===== config.mk =====
export PLATFORM = sky130hd
export DESIGN_NAME = usb_in_ep_scheduler
export DESIGN_NICKNAME = d
export VERILOG_FILES = /design/src/rtl/usb_pkg.sv /design/src/rtl/usb_ep_toggle_bank.sv /design/src/rtl/usb_in_ep_scheduler.sv
export SDC_FILE = /design/constraint.sdc
export NUM_CORES = 1
export LEC_CHECK = 0
export BUFFER_PORTS_ARGS = -buffer_cell sky130_fd_sc_hd__buf_2
export CAP_MARGIN = 5
export CORE_MARGIN = 1.5
export CORE_UTILIZATION = 38
export CTS_BUF_LIST = sky130_fd_sc_hd__clkbuf_2
export DETAILED_ROUTE_END_ITERATION = 8
export GPL_TIMING_DRIVEN = 0
export PLACE_DENSITY = 0.7
export SLEW_MARGIN = 20
export SYNTH_ARGS = -nofsm -noshare
export SYNTH_HDL_FRONTEND = slang
export SYNTH_SLANG_ARGS = --single-unit

===== constraint.sdc =====
create_clock -name clk -period 4.2 [get_ports clk]
set_input_delay 0.21 -clock clk [delete_from_list [all_inputs] [get_ports clk]]
set_output_delay 0.21 -clock clk [all_outputs]
set_load 0.01 [all_outputs]

===== src/rtl/usb_pkg.sv =====
// Shared definitions for the USB IN endpoint scheduler: PID bytes, FSM states, packet limits.
package usb_pkg;

    localparam logic [7:0] PID_DATA0 = 8'hC3;
    localparam logic [7:0] PID_DATA1 = 8'h4B;
    localparam logic [7:0] PID_NAK   = 8'h5A;
    localparam logic [7:0] PID_STALL = 8'h1E;

    localparam int MAX_PKT = 64;

    // HS_ONLY carries the single-byte NAK/STALL response; PID opens a data packet.
    typedef enum logic [2:0] {
        ST_IDLE,
        ST_PID,
        ST_HS_ONLY,
        ST_DATA,
        ST_WAIT_HS
    } state_t;

    function automatic logic [7:0] data_pid(input logic tgl);
        return tgl ? PID_DATA1 : PID_DATA0;
    endfunction

endpackage


===== src/rtl/usb_ep_toggle_bank.sv =====
// Per-endpoint DATA0/DATA1 toggle flops; a clear in the same cycle as a flip wins.
module usb_ep_toggle_bank #(
    parameter int NUM_EP = 4
) (
    input  logic              clk,
    input  logic              rst,
    input  logic [NUM_EP-1:0] flip,
    input  logic [NUM_EP-1:0] clr,
    output logic [NUM_EP-1:0] tgl
);

    // NOTE: reset is sampled inside the clocked block (synchronous) and all state uses <=.
    always_ff @(posedge clk) begin
        if (!rst) begin
            tgl <= '0;
        end else begin
            tgl <= (tgl ^ flip) & ~clr;
        end
    end

endmodule


===== src/rtl/usb_in_ep_scheduler.sv =====
// Device-side IN transaction scheduler: picks DATA/NAK/STALL, drives the shared TX byte path.
// Optional handshake timeout is built only when USB_IN_HS_TIMEOUT_EN is defined.
module usb_in_ep_scheduler
    import usb_pkg::*;
#(
    parameter int NUM_EP = 4,
    parameter int LEN_W  = 7
`ifdef USB_IN_HS_TIMEOUT_EN
    ,
    parameter int TIMEOUT = 255
`endif
) (
    input  logic                    clk,
    input  logic                    rst,
    input  logic                    tok_valid,
    input  logic [3:0]              tok_ep,
    output logic                    tok_ready,
    input  logic [NUM_EP-1:0]       ep_rdy,
    input  logic [NUM_EP-1:0]       ep_stall,
    input  logic [NUM_EP*LEN_W-1:0] ep_len,
    input  logic [NUM_EP*8-1:0]     ep_rd_data,
    output logic [NUM_EP-1:0]       ep_rd_en,
    output logic [NUM_EP-1:0]       ep_rewind,
    output logic [NUM_EP-1:0]       ep_done,
    input  logic [NUM_EP-1:0]       ep_tgl_clr,
    output logic                    tx_valid,
    output logic [7:0]              tx_data,
    output logic                    tx_last,
    input  logic                    tx_ready,
    input  logic                    hs_valid,
    input  logic                    hs_ack,
    output logic                    busy,
    output logic                    err_timeout
);

    localparam int EP_W = (NUM_EP > 1) ? $clog2(NUM_EP) : 1;

    state_t           state, state_nx;
    logic [EP_W-1:0]  ep_q, ep_nx;
    logic [7:0]       pid_q, pid_nx;
    logic [LEN_W-1:0] cnt_q, cnt_nx;

    logic [NUM_EP-1:0] tgl, tgl_flip;
    logic [EP_W-1:0]   tok_idx;
    logic              tok_in_range;
    logic              hs_expired;

    logic [7:0]       rd_byte [NUM_EP];
    logic [LEN_W-1:0] len_arr [NUM_EP];

    assign tok_idx      = tok_ep[EP_W-1:0];
    assign tok_in_range = int'(tok_ep) < NUM_EP;
    assign tok_ready    = (state == ST_IDLE);
    assign busy         = (state != ST_IDLE);

    always_comb begin
        for (int i = 0; i < NUM_EP; i++) begin
            rd_byte[i] = ep_rd_data[i*8 +: 8];
            len_arr[i] = ep_len[i*LEN_W +: LEN_W];
        end
    end

    usb_ep_toggle_bank #(.NUM_EP(NUM_EP)) u_toggle (
        .clk  (clk),
        .rst  (rst),
        .flip (tgl_flip),
        .clr  (ep_tgl_clr),
        .tgl  (tgl)
    );

`ifdef USB_IN_HS_TIMEOUT_EN
    localparam int TO_W = $clog2(TIMEOUT + 1);
    logic [TO_W-1:0] to_cnt;

    // Counts cycles spent in WAIT_HS; expiry lands on the TIMEOUT-th such cycle.
    always_ff @(posedge clk) begin
        if (!rst) begin
            to_cnt <= '0;
        end else if (state == ST_WAIT_HS && !hs_valid) begin
            to_cnt <= to_cnt + 1'b1;
        end else begin
            to_cnt <= '0;
        end
    end

    assign hs_expired = (to_cnt == TO_W'(TIMEOUT - 1));
`else
    assign hs_expired = 1'b0;
`endif

    always_ff @(posedge clk) begin
        if (!rst) begin
            state <= ST_IDLE;
            ep_q  <= '0;
            pid_q <= '0;
            cnt_q <= '0;
        end else begin
            state <= state_nx;
            ep_q  <= ep_nx;
            pid_q <= pid_nx;
            cnt_q <= cnt_nx;
        end
    end

    // NOTE: every output of this block gets a default first so no latch can be inferred.
    always_comb begin
        state_nx    = state;
        ep_nx       = ep_q;
        pid_nx      = pid_q;
        cnt_nx      = cnt_q;
        tx_valid    = 1'b0;
        tx_data     = 8'h00;
        tx_last     = 1'b0;
        ep_rd_en    = '0;
        ep_rewind   = '0;
        ep_done     = '0;
        tgl_flip    = '0;
        err_timeout = 1'b0;

        case (state)
            ST_IDLE: begin
                if (tok_valid) begin
                    ep_nx  = tok_idx;
                    cnt_nx = '0;
                    if (!tok_in_range) begin
                        pid_nx   = PID_STALL;
                        state_nx = ST_HS_ONLY;
                    end else if (ep_stall[tok_idx]) begin
                        pid_nx   = PID_STALL;
                        state_nx = ST_HS_ONLY;
                    end else if (!ep_rdy[tok_idx]) begin
                        pid_nx   = PID_NAK;
                        state_nx = ST_HS_ONLY;
                    end else begin
                        pid_nx   = data_pid(tgl[tok_idx]);
                        cnt_nx   = len_arr[tok_idx];
                        state_nx = ST_PID;
                    end
                end
            end

            ST_HS_ONLY: begin
                tx_valid = 1'b1;
                tx_data  = pid_q;
                tx_last  = 1'b1;
                if (tx_ready) state_nx = ST_IDLE;
            end

            ST_PID: begin
                tx_valid = 1'b1;
                tx_data  = pid_q;
                tx_last  = (cnt_q == '0);
                if (tx_ready) state_nx = (cnt_q == '0) ? ST_WAIT_HS : ST_DATA;
            end

            ST_DATA: begin
                tx_valid = 1'b1;
                tx_data  = rd_byte[ep_q];
                tx_last  = (cnt_q == LEN_W'(1));
                if (tx_ready) begin
                    ep_rd_en[ep_q] = 1'b1;
                    cnt_nx         = cnt_q - 1'b1;
                    if (cnt_q == LEN_W'(1)) state_nx = ST_WAIT_HS;
                end
            end

            ST_WAIT_HS: begin
                if (hs_valid) begin
                    if (hs_ack) begin
                        tgl_flip[ep_q] = 1'b1;
                        ep_done[ep_q]  = 1'b1;
                    end else begin
                        ep_rewind[ep_q] = 1'b1;
                    end
                    state_nx = ST_IDLE;
                end else if (hs_expired) begin
                    ep_rewind[ep_q] = 1'b1;
                    err_timeout     = 1'b1;
                    state_nx        = ST_IDLE;
                end
            end

            default: state_nx = ST_IDLE;
        endcase
    end

endmodule

==> Implementation_results.wiki <==
{| class="wikitable"
! Metric !! Value
|-
| DP Wirelength || between 4000 and 5000 um
|-
| Cell with the largest stage delay on the worst path || sky130_fd_sc_hd__mux4_2
|-
| Post_cts resized || 0
|-
| Worst-path clk slew || 0.23 ns
|-
| Total overflow reported by the global router || 0
|-
| Total Routing Usage GR || around 22%
|-
| Ant. Diodes || 0
|-
| Crit path largest cell delay || 0.55 ns
|-
| Count of distinct cell types in the synthesized netlist || 46
|-
| 1st-iter DRT viols || between 150 and 200
|-
| Worst endpoint required time || roughly 4 ns
|-
| Power density relative to cell area || about 210 nW/um^2
|-
| TritonCTS clock tree || yes
|-
| Via total after detailed routing || around 2100
|-
| Number of standard cells after synthesis || 226
|-
| Average vias per placed instance || between 5 and 6
|-
| Clock tree skew after final layout || between 0.01 and 0.015 ns
|-
| Family with the most delay on the worst path || buffers and inverters
|-
| Length in cells of the worst reg-to-reg path || 7
|-
| RSZ-0062 raised after global routing || no
|-
| Worst supply voltage drop on vdd || around 0.00014 V
|-
| Root Buffer Master || sky130_fd_sc_hd__clkbuf_2
|-
| Number of antenna-violating nets in the routed design || 0
|-
| Fraction of registers with async set or reset after synthesis || 0%
|-
| Chain of cells forming the critical path || buf_2, buf_4, mux4_2, a21oi_1, nor3_1, buf_2
|-
| Final routed wire length divided by cell count || 13.9 um
|-
| First-pass GRT wire length || 9110 um
|-
| Synthesized Nets || 310
|-
| Inserted Clock Buffers || 3
|-
| Floorplan die area || ~5400 sq um
|-
| Die extent in x || between 70 and 80 um
|-
| Number of synthesized flops with an enable pin || 0
|-
| Post-synthesis sequential element count || 23
|-
| Yosys top cell area share || around a quarter
|-
| Number of remaining DRC errors || 0
|-
| Port bufs || 105
|-
| Buffers from clock root to sink, at most || 2
|-
| Combined area of all synthesized cells || around 1900 sq um
|-
| Overall power after layout || 0.530 mW
|-
| Maximum number of pins on one net before global-route repair || 15
|-
| Number of hold-slack violations in the final timing report || 0
|-
| Worst hold margin || between 0.1 and 0.15 ns
|-
| Max-cap viol count || 0
|-
| Antenna violations before repair || 0
|-
| Most repeated cell in the gate-level netlist after synthesis || sky130_fd_sc_hd__dfxtp_1
|-
| Worst Setup End Kind || output pin
|-
| Clock latency of the later-clocked register in the worst-skew pair || ~0.35 ns
|-
| Cells taking the most area after synthesis || sky130_fd_sc_hd__dfxtp_1, sky130_fd_sc_hd__mux4_2, sky130_fd_sc_hd__o21ai_0, sky130_fd_sc_hd__a21oi_1, sky130_fd_sc_hd__nand2_1
|-
| Routability Congestion || 0.896
|-
| Status || finished, final reports clean
|-
| Number of inserted filler cells in the final layout || 473
|-
| Proportion of layout cells with a drive suffix above 1 || between 40% and 50%
|-
| Crit share post-route || between 50% and 60%
|-
| Setup violators final || 0
|-
| Count of cell instances traversed by the critical path || 6
|-
| Most frequently used flop master after synthesis || sky130_fd_sc_hd__dfxtp_1
|-
| Startpoint type of the worst setup path || flip-flop
|-
| Achievable Freq || 441 MHz
|-
| Number of max-slew violations in the final report || 0
|-
| Post-layout nets || approximately 420
|-
| Critical path peak fanout || 10
|-
| Synth top cells by count || sky130_fd_sc_hd__dfxtp_1, sky130_fd_sc_hd__o21ai_0, sky130_fd_sc_hd__nand2_1
|-
| Overall routed net length || between 5000 and 6000 um
|-
| Most common cell on crit path || sky130_fd_sc_hd__buf_2
|-
| Startpoint-to-endpoint class of the critical path || reg2out
|-
| Class of the tightest hold or removal check || in2reg
|-
| Share of the yosys chip area belonging to registers || between 20% and 30%
|-
| Buf/Inv on CP || 3
|-
| Hold Path Depth || 2
|-
| Synthesized area divided by synthesized cell count || roughly 8.4 sq um
|-
| Area grow syn2layout || 35.4%
|-
| Yosys warns || 0
|-
| Total number of clock tree sinks || 23
|-
| H-tree levels || 1
|-
| Vias in the first global route || 2001
|-
| Effective utilization at floorplan || roughly two fifths
|-
| Clock period minus worst slack || about 2.3 ns
|-
| Arrival time reported for the critical path endpoint || 2.06 ns
|-
| Number of detailed-route iterations in the first pass || 4
|-
| Static leakage || approximately 1.2 nW
|-
| Ports || 107
|-
| Row count || 25
|-
| Total core area || approximately 4800 sq um
|-
| Setup Total Neg Slack || 0 ns
|-
| Die height || around 74 um
|-
| Cell type contributing the most total cell area after synthesis || sky130_fd_sc_hd__dfxtp_1
|}
==> sequential cells by signal (all words and copies together), names as in the netlist <==
name,count
u_toggle.tgl,4
ep_q,2
state,3
cnt_q,7
pid_q,7
==> cell type report <==
type                    instances  area (sq um)  area share (%)
clock inverters                 1          7.51           0.292
inverters                      10          37.5            1.46
repair buffers                109           566            22.0
multi-input cells             174          1290            50.3
flip-flops and latches         23           460            17.9
plain buffers                  19           109            4.23
clock buffers                   3          15.0           0.584
well taps                      67          83.8            3.26
==> final timing paths <==
kind                  from              end  slack, ns
hold / removal         rst  u_toggle.tgl[0]       0.15
setup reg to reg  state[1]         cnt_q[3]       2.49
hold reg to reg   pid_q[7]         pid_q[7]       0.49
setup / recovery   ep_q[0]       tx_data[1]       1.93
==> metal layers <==
| metal | vias to the layer above | GRT usage [%] | part of all wire [%] |
|---|---|---|---|
| met3 | 4 | 2.74 | 6.3 |
| li1 | 1050 | - | - |
| met4 | 0 | 4.73 | 0.85 |
| met1 | 964 | 30.3 | 45 |
| met5 | - | 0 | 0 |
| met2 | 89 | 35.3 | 48 |
==> cell families (layout without fill, tap and decap cells) <==
logic type      Yosys count  in the layout  synth area share [%]
compound gates           61             61                  18.6
xor+xnor                  8              8                  3.69
fa+ha+maj                 2              2                  1.32
buf+inv                  29            142                  7.70
flops                    23             23                  24.2
mux                      21             21                  22.4
other cells               1              1                 0.197
simple gates             81             81                  21.8
==> worst reg2reg max path, stage by stage (launching register included) <==
cell,delay [ns]
sky130_fd_sc_hd__dfxtp_1,0.36
sky130_fd_sc_hd__buf_6,0.13
sky130_fd_sc_hd__or3b_4,0.40
sky130_fd_sc_hd__a21oi_2,0.23
sky130_fd_sc_hd__buf_4,0.20
sky130_fd_sc_hd__o21ai_0,0.10
sky130_fd_sc_hd__a31oi_1,0.17
sky130_fd_sc_hd__nor2_1,0.07
==> timing repair <==
action                                 CTS  global route
buffers inserted                         0             0
hold buffers                             4             0
endpoints found under the hold margin    4             0
setup endpoints to repair                0             0
==> metrics by stage <==
| step | util [%] | area (sq um) | setup WS (ns) | instances |
|---|---|---|---|---|
| 5_1_grt | 53.8 | 2570 | 1.71 | 406 |
| 2_1_floorplan | - | 1900 | 2.61 | 226 |
| 4_1_cts | 53.8 | 2570 | 1.91 | 406 |
| 6_report | 53.8 | 2570 | 1.93 | 406 |
| 3_3_place_gp | 52.4 | 2510 | 2.36 | 398 |
| 3_5_place_dp | 52.4 | 2510 | 2.36 | 398 |
==> report_power, final <==
group / total, mW / internal, mW / switching [mW]
registers: 0.243 / 0.231 / 0.0114
clock network: 0.0933 / 0.0221 / 0.0712
logic: 0.194 / 0.102 / 0.0928
==> placed cells by master (no fill, tap or decap), drive strengths merged, types with 2 or more instances in the layout <==
| cell | n |
|---|---|
| a21boi | 5 |
| a21oi | 20 |
| a31oi | 6 |
| and2 | 2 |
| buf | 118 |
| clkbuf | 9 |
| dfxtp | 23 |
| dlygate4sd3 | 4 |
| ha | 2 |
| inv | 10 |
| mux2i | 4 |
| mux4 | 17 |
| nand2 | 21 |
| nand2b | 4 |
| nand3 | 4 |
| nand3b | 2 |
| nor2 | 20 |
| nor3 | 13 |
| nor3b | 5 |
| o21ai | 23 |
| or3 | 2 |
| or4 | 2 |
| xnor2 | 6 |
| xor2 | 2 |
Note: power is estimated with default switching activity, not from simulation.
